<file path="src/rtl/sisc_mem_pkg.sv">
// Shared SISC memory-port definitions: arbiter state encoding, requester IDs and
// default address/data widths.
package sisc_mem_pkg;

  typedef enum logic [1:0] {
    StIdle  = 2'd0,
    StIssue = 2'd1,
    StWait  = 2'd2,
    StDone  = 2'd3
  } mem_state_e;

  localparam logic REQ_IF = 1'b0;
  localparam logic REQ_DM = 1'b1;

  localparam int unsigned DEF_AW = 16;
  localparam int unsigned DEF_DW = 32;

endpackage

</file>
<file path="src/rtl/mem_arb_if.sv">
// Requester and memory-port bundle for mem_arb. The slave modport is the arbiter
// view; the master modport is the environment (requesters plus memory) view.
interface mem_arb_if
  import sisc_mem_pkg::*;
#(
  parameter int unsigned AW = DEF_AW,
  parameter int unsigned DW = DEF_DW
) ();

  logic          if_req;
  logic [AW-1:0] if_addr;
  logic          if_gnt;
  logic          if_done;
  logic [DW-1:0] if_rdata;

  logic          dm_req;
  logic          dm_we;
  logic [AW-1:0] dm_addr;
  logic [DW-1:0] dm_wdata;
  logic          dm_gnt;
  logic          dm_done;
  logic [DW-1:0] dm_rdata;

  logic          mem_en;
  logic          mem_we;
  logic [AW-1:0] mem_addr;
  logic [DW-1:0] mem_wdata;
  logic [DW-1:0] mem_rdata;

  logic          busy;

  modport slave (
    input  if_req, if_addr, dm_req, dm_we, dm_addr, dm_wdata, mem_rdata,
    output if_gnt, if_done, if_rdata, dm_gnt, dm_done, dm_rdata,
    output mem_en, mem_we, mem_addr, mem_wdata, busy
  );

  modport master (
    output if_req, if_addr, dm_req, dm_we, dm_addr, dm_wdata, mem_rdata,
    input  if_gnt, if_done, if_rdata, dm_gnt, dm_done, dm_rdata,
    input  mem_en, mem_we, mem_addr, mem_wdata, busy
  );

endinterface

</file>
<file path="src/rtl/mem_arb_pick.sv">
// Combinational winner selection between fetch and data requests.
// MEM_ARB_RR_EN selects strict round-robin; otherwise dm priority with starvation guard.
module mem_arb_pick
  import sisc_mem_pkg::*;
(
  input  logic if_req,
  input  logic dm_req,
  input  logic starve,
  input  logic last_gnt,
  output logic win_id,
  output logic win_valid
);

`ifdef MEM_ARB_RR_EN
  logic unused_starve;
  assign unused_starve = starve;

  always_comb begin
    win_valid = if_req | dm_req;
    win_id    = dm_req ? REQ_DM : REQ_IF;
    if (if_req && dm_req) begin
      win_id = (last_gnt == REQ_IF) ? REQ_DM : REQ_IF;
    end
  end
`else
  logic unused_last;
  assign unused_last = last_gnt;

  always_comb begin
    win_valid = if_req | dm_req;
    win_id    = dm_req ? REQ_DM : REQ_IF;
    // A starved fetch overrides data priority only under contention.
    if (if_req && dm_req) begin
      win_id = starve ? REQ_IF : REQ_DM;
    end
  end
`endif

endmodule

</file>
<file path="src/rtl/mem_arb.sv">
// Single-port memory arbiter/sequencer: one access at a time, fixed latency count,
// registered grant/done pulses. Optional MEM_ARB_RR_EN selects round-robin arbitration.
module mem_arb
  import sisc_mem_pkg::*;
#(
  parameter int unsigned AW         = DEF_AW,
  parameter int unsigned DW         = DEF_DW,
  parameter int unsigned MEM_LAT    = 2,
  parameter int unsigned STARVE_MAX = 4
) (
  input  logic      clk,
  input  logic      rst_f,
  mem_arb_if.slave  bus
);

  localparam logic [3:0] LatLast = 4'(MEM_LAT - 1);

  mem_state_e    state_q;
  logic [3:0]    cnt_q;
  logic          win_q;
  logic          we_q;
  logic [AW-1:0] addr_q;
  logic [DW-1:0] wdata_q;
  logic          mem_en_q, mem_we_q;
  logic          if_gnt_q, dm_gnt_q, if_done_q, dm_done_q;
  logic [DW-1:0] if_rdata_q, dm_rdata_q;

  logic win_id, win_valid, starve, last_gnt;

`ifdef MEM_ARB_RR_EN
  logic last_q;
  assign starve   = 1'b0;
  assign last_gnt = last_q;
`else
  localparam logic [3:0] StarveMax = 4'(STARVE_MAX);
  logic [3:0] starve_q;
  assign starve   = (starve_q == StarveMax);
  assign last_gnt = REQ_IF;
`endif

  mem_arb_pick u_pick (
    .if_req    (bus.if_req),
    .dm_req    (bus.dm_req),
    .starve    (starve),
    .last_gnt  (last_gnt),
    .win_id    (win_id),
    .win_valid (win_valid)
  );

  always_ff @(posedge clk or negedge rst_f) begin
    if (!rst_f) begin
      state_q    <= StIdle;
      cnt_q      <= '0;
      win_q      <= REQ_IF;
      we_q       <= 1'b0;
      addr_q     <= '0;
      wdata_q    <= '0;
      mem_en_q   <= 1'b0;
      mem_we_q   <= 1'b0;
      if_gnt_q   <= 1'b0;
      dm_gnt_q   <= 1'b0;
      if_done_q  <= 1'b0;
      dm_done_q  <= 1'b0;
      if_rdata_q <= '0;
      dm_rdata_q <= '0;
`ifdef MEM_ARB_RR_EN
      last_q     <= REQ_IF;
`else
      starve_q   <= '0;
`endif
    end else begin
      mem_en_q  <= 1'b0;
      mem_we_q  <= 1'b0;
      if_gnt_q  <= 1'b0;
      dm_gnt_q  <= 1'b0;
      if_done_q <= 1'b0;
      dm_done_q <= 1'b0;
      unique case (state_q)
        StIdle: begin
          if (win_valid) begin
            state_q  <= StIssue;
            win_q    <= win_id;
            we_q     <= (win_id == REQ_DM) && bus.dm_we;
            addr_q   <= (win_id == REQ_DM) ? bus.dm_addr : bus.if_addr;
            wdata_q  <= (win_id == REQ_DM) ? bus.dm_wdata : '0;
            mem_en_q <= 1'b1;
            mem_we_q <= (win_id == REQ_DM) && bus.dm_we;
            if_gnt_q <= (win_id == REQ_IF);
            dm_gnt_q <= (win_id == REQ_DM);
`ifdef MEM_ARB_RR_EN
            last_q   <= win_id;
`else
            if (win_id == REQ_IF) begin
              starve_q <= '0;
            end else if (bus.if_req && !starve) begin
              starve_q <= starve_q + 4'd1;
            end
`endif
          end
        end
        StIssue: begin
          state_q <= StWait;
          cnt_q   <= '0;
        end
        StWait: begin
          cnt_q <= cnt_q + 4'd1;
          if (cnt_q == LatLast) begin
            state_q <= StDone;
            // Stores leave the requester's read register untouched.
            if (!we_q) begin
              if (win_q == REQ_DM) dm_rdata_q <= bus.mem_rdata;
              else                 if_rdata_q <= bus.mem_rdata;
            end
            if_done_q <= (win_q == REQ_IF);
            dm_done_q <= (win_q == REQ_DM);
          end
        end
        StDone: begin
          state_q <= StIdle;
        end
        default: begin
          state_q <= StIdle;
        end
      endcase
    end
  end

  assign bus.mem_en    = mem_en_q;
  assign bus.mem_we    = mem_we_q;
  assign bus.mem_addr  = addr_q;
  assign bus.mem_wdata = wdata_q;
  assign bus.if_gnt    = if_gnt_q;
  assign bus.dm_gnt    = dm_gnt_q;
  assign bus.if_done   = if_done_q;
  assign bus.dm_done   = dm_done_q;
  assign bus.if_rdata  = if_rdata_q;
  assign bus.dm_rdata  = dm_rdata_q;
  assign bus.busy      = (state_q != StIdle);

endmodule

</file>
<file path="src/flat_wrapper.sv">
// flat-port wrapper written by rule: the top's interface ports become plain ports
module mem_arb_flat import sisc_mem_pkg::*;
#(
  parameter int unsigned AW         = DEF_AW,
  parameter int unsigned DW         = DEF_DW,
  parameter int unsigned MEM_LAT    = 2,
  parameter int unsigned STARVE_MAX = 4
)
  (clk, rst_f, bus_if_req, bus_if_addr, bus_dm_req, bus_dm_we, bus_dm_addr, bus_dm_wdata, bus_mem_rdata, bus_if_gnt, bus_if_done, bus_if_rdata, bus_dm_gnt, bus_dm_done, bus_dm_rdata, bus_mem_en, bus_mem_we, bus_mem_addr, bus_mem_wdata, bus_busy);
  mem_arb_if #(.AW(AW), .DW(DW)) bus_i ();
  input  logic clk;
  input  logic rst_f;
  input wire logic [$bits(bus_i.if_req)-1:0] bus_if_req;
  input wire logic [$bits(bus_i.if_addr)-1:0] bus_if_addr;
  input wire logic [$bits(bus_i.dm_req)-1:0] bus_dm_req;
  input wire logic [$bits(bus_i.dm_we)-1:0] bus_dm_we;
  input wire logic [$bits(bus_i.dm_addr)-1:0] bus_dm_addr;
  input wire logic [$bits(bus_i.dm_wdata)-1:0] bus_dm_wdata;
  input wire logic [$bits(bus_i.mem_rdata)-1:0] bus_mem_rdata;
  output wire logic [$bits(bus_i.if_gnt)-1:0] bus_if_gnt;
  output wire logic [$bits(bus_i.if_done)-1:0] bus_if_done;
  output wire logic [$bits(bus_i.if_rdata)-1:0] bus_if_rdata;
  output wire logic [$bits(bus_i.dm_gnt)-1:0] bus_dm_gnt;
  output wire logic [$bits(bus_i.dm_done)-1:0] bus_dm_done;
  output wire logic [$bits(bus_i.dm_rdata)-1:0] bus_dm_rdata;
  output wire logic [$bits(bus_i.mem_en)-1:0] bus_mem_en;
  output wire logic [$bits(bus_i.mem_we)-1:0] bus_mem_we;
  output wire logic [$bits(bus_i.mem_addr)-1:0] bus_mem_addr;
  output wire logic [$bits(bus_i.mem_wdata)-1:0] bus_mem_wdata;
  output wire logic [$bits(bus_i.busy)-1:0] bus_busy;
  assign bus_i.if_req = bus_if_req;
  assign bus_i.if_addr = bus_if_addr;
  assign bus_i.dm_req = bus_dm_req;
  assign bus_i.dm_we = bus_dm_we;
  assign bus_i.dm_addr = bus_dm_addr;
  assign bus_i.dm_wdata = bus_dm_wdata;
  assign bus_i.mem_rdata = bus_mem_rdata;
  assign bus_if_gnt = bus_i.if_gnt;
  assign bus_if_done = bus_i.if_done;
  assign bus_if_rdata = bus_i.if_rdata;
  assign bus_dm_gnt = bus_i.dm_gnt;
  assign bus_dm_done = bus_i.dm_done;
  assign bus_dm_rdata = bus_i.dm_rdata;
  assign bus_mem_en = bus_i.mem_en;
  assign bus_mem_we = bus_i.mem_we;
  assign bus_mem_addr = bus_i.mem_addr;
  assign bus_mem_wdata = bus_i.mem_wdata;
  assign bus_busy = bus_i.busy;
  mem_arb #(.AW(AW), .DW(DW), .MEM_LAT(MEM_LAT), .STARVE_MAX(STARVE_MAX)) u_core (.clk(clk), .rst_f(rst_f), .bus(bus_i));
endmodule
</file>
<file path="config.mk">
export PLATFORM = sky130hd
export DESIGN_NAME = mem_arb_flat
export DESIGN_NICKNAME = d
export VERILOG_FILES = /design/src/rtl/sisc_mem_pkg.sv /design/src/rtl/mem_arb_if.sv /design/src/rtl/mem_arb_pick.sv /design/src/rtl/mem_arb.sv /design/src/flat_wrapper.sv
export SDC_FILE = /design/constraint.sdc
export NUM_CORES = 1
export LEC_CHECK = 0
export CAP_MARGIN = 10
export CORE_MARGIN = 1
export CORE_UTILIZATION = 25
export DETAILED_ROUTE_END_ITERATION = 8
export PLACE_DENSITY = 0.53
export RECOVER_POWER = 50
export SLEW_MARGIN = 20
export SYNTH_ARGS = -nofsm -noshare
export SYNTH_HDL_FRONTEND = slang
export SYNTH_SLANG_ARGS = --single-unit
export TNS_END_PERCENT = 50
</file>
<file path="constraint.sdc">
create_clock -name clk -period 2.6 [get_ports clk]
set_input_delay 0.52 -clock clk [delete_from_list [all_inputs] [get_ports clk]]
set_output_delay 0.52 -clock clk [all_outputs]
set_load 0.01 [all_outputs]
</file>
==> flow_summary.yaml <==
status:
  status: "completed"
detailed_routing:
  wl_per_cell_um: 16.0
  drc: 0
  dr.first_iter.drc_count: 142
  first_pass_iters: 4
  vias: 3919
  drt-vias-per-instance: 4.42
  wl_mm: 14.2
  drtAntennaViolNets: 0
synth:
  syn_nets: 491
  synthTopCellsByArea: "dfrtp_1 61%, mux2_4 8.5%, mux2_2 7.0%, a22o_1 5.5%, nand2_1 2.8%"
  synth_area_per_cell_um2: 13.8
  synth-edff-count: 0
  synthFlopType: "dfrtp_1"
  ys_warn_count: 0
  synthArstFlopShare_pct: 100
  synth_largest_area_cell: "dfrtp_1"
  seq_area_frac_synth_pct: 61.5
  synthCells: 384
  yosysUniqueCellTypes: 37
  ys_ff_latch: 130
  synth_top_area_share_pct: 61.5
  mappedNetlistArea_um2: 5290
power:
  ir_drop_mv: 0.434
  power_density_nw_per_um2: 1240
  p_leak_nw: 3.74
timing:
  whs_ns: 0.394
  slew_violations: 0
  finalHoldViolCount: 0
  fmax_ghz: 0.450
  period_needed_ns: 2.22
  worst_slew_pin_slew_ns: 1.29
  tns_ns: 0
  max-slew-margin-rel_pct: 13.7
  fin_crit_sh_pct: 85.5
  final-setup-viol-count: 0
  rsz0062_at_grt: "no"
  fin_skew_ns: 0.00780
worst_setup_path:
  cp-end-kind: "flip-flop"
  start_kind: "flip-flop"
  r2r-end: "u_core.bus.if_rdata[12]"
  crit_fanout: 32
  critical_path.max_stage_delay_ns: 0.43
  crit_slowest_cell: "or3_2"
  r2r_cells: 6
  critPathTopFamily: "simple AND/OR/NAND/NOR gates"
  path_buf_inv: 2
  cp.arrival_ns: 2.51
  worstPathCellList: "inv_1 > ha_1 > nand4bb_1 > or3_2 > buf_4 > mux2_4"
  crit_type: "flip-flop to flip-flop"
  reg2reg_from: "u_core.state_q[0]"
  reg2reg_slack_ns: 0.38
  crit_required_ns: 2.89
clocking:
  post_cts_buffers: 0
  clk_latency_ns: 0.41
  tritoncts: "yes"
  path_clk_slew_ns: 0.05
  cts_resized: 0
  cts-root-buf: "clkbuf_16"
  cts_sinks: 130
  htreeDepth: 4
  hold_buffers: 0
  clockBufferDepth: 2
  cts_buffers: 17
floorplanning:
  io-pin-count: 220
  rows: 52
  fp.dieArea_um2: 21700
  core_um2: 20500
  dieHeight_um: 147
  start_util_pct: 25.8
  die_w_um: 147
cells_and_area:
  area_delta_synth_final_pct: 58.7
  final_util_pct: 41.0
  drive_gt1_share_pct: 17.7
  final_common_cell: "clkdlybuf4s50_1"
  final_cell_count_no_fill: 886
  mostFrequentLayoutCells: "174 x clkdlybuf4s50_1, 130 x dfrtp_1, 44 x dlygate4sd3_1"
  fin_nets: 710
  n_antenna_cell: 0
placement:
  dp_cells: 854
  portBuffers: 219
  place.gp.congestion: 0.796
  dp_hpwl_mm: 10.1
min_path:
  hp-class: "input port to asynchronous set/reset pin"
global_routing:
  grt_pass1_vias: 4214
  globalRoute.totalOverflow: 0
  antenna_found_initial: 0
  track_usage_pct: 13.6
  grt_pass1_wl_mm: 22.9
  grt_max_degree: 54
flow_run:
  drv_cap: 0
layer usage:
metal / part of all wire [%] / wire [µm] / track usage [%] / vias to the layer above
li1: - / - / - / 1821
met1: 47 / 6690 / 17.8 / 1903
met2: 44 / 6190 / 20.4 / 186
met3: 8.6 / 1220 / 5.28 / 9
met4: 0.82 / 116 / 4.48 / 0
met5: 0 / 0 / 0 / -
cell families (layout without fill, tap and decap cells):
group | Yosys count | count (layout) | share of synthesized area (%)
adder cells (fa/ha/maj) | 6 | 6 | 1.42
buffers and inverters | 42 | 274 | 4.00
flip-flops | 130 | 130 | 61.5
AND/OR/NAND/NOR | 76 | 76 | 7.38
multiplexers | 67 | 67 | 16.3
AO/OA/AOI/OAI | 63 | 63 | 9.37
state kept, by name, summed over array words and instances (netlist names), 2 cells and up:
signal,flops
u_core.bus.mem_wdata,32
u_core.cnt_q,4
u_core.state_q,2
u_core.bus.if_rdata,32
u_core.bus.dm_rdata,32
u_core.bus.mem_addr,16
u_core.starve_q,4
where the power goes:
part | switching [W] | internal, W
Combinational | 0.00173 | 0.00255
Sequential | 0.000546 | 0.00299
Clock | 0.000874 | 0.00169
Total | 0.00315 | 0.00723
Yosys cell counts, types with 2 or more instances:
cell type,number
mux2_4,30
a22o_1,33
ha_1,6
nand3_1,4
clkbuf_1,16
buf_2,4
o22ai_1,2
nand3b_1,2
mux2i_1,2
and2_1,2
buf_1,2
nand4_1,17
mux2_2,33
buf_6,6
dfrtp_1,130
inv_1,12
mux2_1,2
o211ai_1,16
nor2_1,4
nand2_1,39
o21ai_0,6
through the flow:
step                      power (W)  area (µm²)  setup WS (ns)
after floorplan             0.00554        5290          0.721
after global placement      0.00796        7780          0.451
after detailed placement    0.00803        7780          0.381
after CTS                    0.0107        8420          0.369
after global routing         0.0110        8400          0.283
final                        0.0104        8400          0.377
layout make-up:
class | instances | area (µm²)
clock buffers | 17 | 425
clock inverters | 15 | 214
fillers | 1910 | 12100
inverters | 13 | 48.8
multi-input cells | 212 | 1840
flip-flops and latches | 130 | 3250
well taps | 270 | 338
repair buffers | 229 | 2280
worst max-delay path by stage:
stage / from / to / slack [ns] / cells after the start
2_1_floorplan: u_core.cnt_q[1] / u_core.bus.dm_rdata[10] / 0.72 / 6
3_3_place_gp: u_core.state_q[0] / u_core.bus.if_rdata[11] / 0.45 / 6
3_5_place_dp: u_core.state_q[0] / u_core.bus.if_rdata[5] / 0.38 / 6
4_1_cts: u_core.state_q[0] / u_core.bus.if_rdata[5] / 0.37 / 6
5_1_grt: rst_f / u_core.bus.dm_rdata[28] / 0.28 / 2
6_report: u_core.state_q[0] / u_core.bus.if_rdata[12] / 0.38 / 6
Note: power is estimated with default switching activity, not from simulation.
==> variant 1: new RTL, config.mk and constraints unchanged <==
Build with the macro `MEM_ARB_RR_EN` defined.
--- a/src/rtl/mem_arb_pick.sv
+++ b/src/rtl/mem_arb_pick.sv
@@ -1,5 +1,7 @@
 // Combinational winner selection between fetch and data requests.
 // MEM_ARB_RR_EN selects strict round-robin; otherwise dm priority with starvation guard.
+`define MEM_ARB_RR_EN
+
 module mem_arb_pick
   import sisc_mem_pkg::*;
 (
Function: changed (a bounded check fails within 10 cycles, from zero or initial values and one cycle with rst_f low).
==> variant 1 against the unedited design <==
Power is 3.9% lower; final cell count fell by 7.8%; synthesized area down 6.5%; wire length fell by 11%; sequential share of layout area increased by 0.64 points; critical path depth down 2; sequential cell count is 4 lower; setup slack got worse by 0.023 ns; design area shrank 4.7%; count of clock-buffer cells in the layout up 3; core utilization grew 0.30 points; synthesized cell count shrank 17%; critical path type is now flip-flop to output pin; highest routed layer unchanged.
==> variant 1: results <==
set metrics [dict create \
    rr_startpoint "u_core.cnt_q[1]" \
    grt_pass1_wl_um 20040 \
    syn_inst 317 \
    path_delay_family "buffers and inverters" \
    grt_pass1_vias 3737 \
    synth_fa_ha_area_share_pct 1.012 \
    drt_iter0_markers 110 \
    drt-wirelength-per-cell_um 15.53 \
    grt_use_met1_pct 15.84 \
    met3_usage_pct 5.801 \
    track_usage_pct 12.99 \
    r2r_end "u_core.bus.if_rdata[19]" \
    async_flop_share_pct 100.0 \
    switching_share_pct 29.42 \
    dp.cells 786 \
    cpPeakStageDelay_ns 0.56 \
    p_clk_mw 2.36 \
    outcome "complete, no violations" \
    ys_top_cells_by_area "dfrtp_1, mux2_4, mux2_2" \
    synth_compound_area_share_pct 10.43 \
    synth_nets 422 \
    drt-total-wl_um 12690 \
    dp_slack_ns 0.3981 \
    crit_fanout 6 \
    layout-drive-gt1-share_pct 18.84 \
    synth_commonest_cells "dfrtp_1, mux2_2, a22o_1" \
    dp_hpwl_um 8750 \
    leakage_nw 3.580 \
    power.density_mw_per_mm2 1246 \
    fillers 1828 \
    power.share.sequential_pct 34.4 \
    synth.distinct_cells 31 \
    synth-seq-area-share_pct 63.77 \
    skew_ns 0.008081 \
    clock_latency_ns 0.41 \
    ir_drop_mv 0.4087 \
    cp_slowest_cell "clkdlybuf4s50_1" \
    post_synth_mux_area_share_pct 17.08 \
    cp.arrival_ns 1.73 \
]
==> variant 1: through the flow <==
| stage | util, % | hold slack (ns) |
|---|---|---|
| 2_1_floorplan | - | 0.2244 |
| 3_3_place_gp | 38.49 | 0.4718 |
| 3_5_place_dp | 38.49 | 0.4865 |
| 4_1_cts | 41.52 | 0.07062 |
| 5_1_grt | 41.27 | 0.5118 |
| 6_report | 41.27 | 0.3970 |
==> variant 1: per-layer routing <==
metal / vias to the layer above / wire, um / part of all wire, %
met5: - / 0 / 0
met4: 0 / 165 / 1.3
met3: 13 / 1204 / 9.5
met2: 159 / 5749 / 45
met1: 1735 / 5567 / 44
li1: 1619 / - / -
==> variant 1: worst max path at each step <==
| stage | from | endpoint | slack [ns] |
|---|---|---|---|
| after global routing | u_core.state_q[0] | u_core.bus.mem_addr[15] | 0.16 |
| after global placement | bus_if_req | u_core.bus.mem_addr[14] | 0.43 |
| after CTS | u_core.state_q[0] | bus_busy | 0.26 |
| after detailed placement | bus_if_req | u_core.bus.mem_addr[5] | 0.40 |
| after floorplan | u_core.cnt_q[1] | u_core.bus.if_rdata[0] | 0.48 |
| final | u_core.state_q[0] | bus_busy | 0.35 |
==> variant 1: final cells by class <==
cell class / instances / area [um2] / area share, %
clock buffers: 20 / 446.7 / 5.580
clock inverters: 11 / 142.6 / 1.782
inverters: 8 / 30.03 / 0.3751
multi-input cells: 162 / 1637 / 20.44
flip-flops and latches: 126 / 3153 / 39.39
well taps: 265 / 331.6 / 4.142
repair buffers: 225 / 2265 / 28.29
==> variant 1: logic make-up (layout without fill, tap and decap cells) <==
kind of cell | after synthesis | after routing
flip-flops | 126 | 126
multiplexers | 65 | 65
AO/OA/AOI/OAI | 59 | 59
AND/OR/NAND/NOR | 34 | 34
buffers and inverters | 29 | 264
adder cells (fa/ha/maj) | 4 | 4
==> variant 2: new RTL, same settings <==
Without the edit above. Re-encode `mem_state_e` (4 states) as one-hot, 4 bits wide.
--- a/src/rtl/sisc_mem_pkg.sv
+++ b/src/rtl/sisc_mem_pkg.sv
@@ -2,11 +2,11 @@
 // default address/data widths.
 package sisc_mem_pkg;
 
-  typedef enum logic [1:0] {
-    StIdle  = 2'd0,
-    StIssue = 2'd1,
-    StWait  = 2'd2,
-    StDone  = 2'd3
+  typedef enum logic [3:0] {
+    StIdle  = 4'b0001,
+    StIssue = 4'b0010,
+    StWait  = 4'b0100,
+    StDone  = 4'b1000
   } mem_state_e;
 
   localparam logic REQ_IF = 1'b0;
Check against the original RTL: no difference found for any inputs over 10 cycles, from zero or initial values and one cycle with rst_f low; not proved beyond that.
==> variant 2 against the unedited design <==
The flow now finishes with violations (capacitance limit, slew limit); sequential cell count is 2 higher; count of clock-buffer cells in the layout is 2 higher; wire length is 0.81% higher; synthesized area is 2.2% higher; power is 0.22% higher; setup slack worse by 0.27 ns; sequential share of layout area hardly changed; design area is 1.5% higher; largest power group unchanged; highest routed layer unchanged.
==> variant 2: results <==
set metrics [dict create \
    outcome "finished, violations left" \
    violations "capacitance limit, slew limit" \
    cpPeakStageDelay_ns 0.63 \
    vias_per_cell 4.468 \
    nets 689 \
    slew_viol_final 63 \
    crit_fanout 9 \
    pg_comb_mw 4.22 \
    layout-drive-gt1-share_pct 19.60 \
    grt_pass1_wl_um 22630 \
    drt_iter0_markers 133 \
    cp.arrival_ns 1.97 \
    leakage_nw 3.727 \
    end_kind "output pin" \
    synth_nets 462 \
    grt_pass1_vias 4156 \
    syn_inst 357 \
    met2_usage_pct 20.19 \
    dp.cells 839 \
    cp_slowest_cell "dfstp_2" \
    synth-seq-area-share_pct 61.11 \
    ys_top_cells_by_area "dfrtp_1, mux2_4, mux2_2" \
    ir_drop_mv 0.4414 \
    dp_slack_ns 0.2846 \
    power.share.sequential_pct 34.7 \
    grt_use_met1_pct 17.23 \
    max_cap_viol_count 1 \
    placed_cell_area_mm2 0.007914 \
    synth.distinct_cells 45 \
    fin_area_mm2 0.008522 \
    globalplace.congestion 0.8121 \
    skew_ns 0.01207 \
    fin_cells 872 \
]
-- variant 2: changes by cell type in the layout (fill, tap and decap cells not counted), moves of 6 or more --
| cell | before | now |
|---|---|---|
| a21boi_0 | 0 | 17 |
| a21oi_1 | 0 | 6 |
| clkinv_2 | 6 | 0 |
| nand2_1 | 39 | 4 |
| a221o_1 | 0 | 16 |
| nand4_1 | 17 | 2 |
| o211ai_1 | 16 | 0 |
-- variant 2: kinds of logic (layout without fill, tap and decap cells) --
logic type | count (synthesis) | in the layout | share of synthesized area (%)
simple gates | 35 | 35 | 5.183
mux | 64 | 64 | 15.41
fa+ha+maj | 4 | 4 | 0.9255
flops | 132 | 132 | 61.11
compound gates | 88 | 88 | 13.65
buf+inv | 34 | 274 | 3.725
-- variant 2: timing repair --
action / in CTS / in global routing
buffers inserted: 0 / 1
hold buffers: 0 / 0
gates resized for setup: 0 / 1
setup endpoints to repair: 0 / 1
-- variant 2: worst paths after layout --
kind,from,endpoint,slack (ns),cells past startpoint
worst min-delay path,rst_f,u_core.bus.dm_rdata[24],0.50,1
worst max-delay path,u_core.state_q[0],bus_busy,0.11,3
max in group asynchronous,rst_f,u_core.state_q[1],0.82,2
worst min register to register,u_core.bus.if_rdata[15],u_core.bus.if_rdata[15],0.50,1
min in group clk,u_core.bus.if_rdata[15],u_core.bus.if_rdata[15],0.50,1
worst max register to register,u_core.cnt_q[1],u_core.bus.dm_rdata[14],0.21,6
-- variant 2: final cells by class --
class	instances	area share, %
clock buffer	19	5.197
clock inverter	13	2.305
inverter	9	0.3964
multi-input combinational	191	22.27
sequential	132	38.79
tap	275	4.038
timing repair buffer	233	27.00
-- variant 2: critical path, delay by kind of cell, from the launching register on --
family                 cells  cell delay [ns]
flip-flops                 1             0.63
AND/OR/NAND/NOR            1             0.31
buffers and inverters      2             0.63
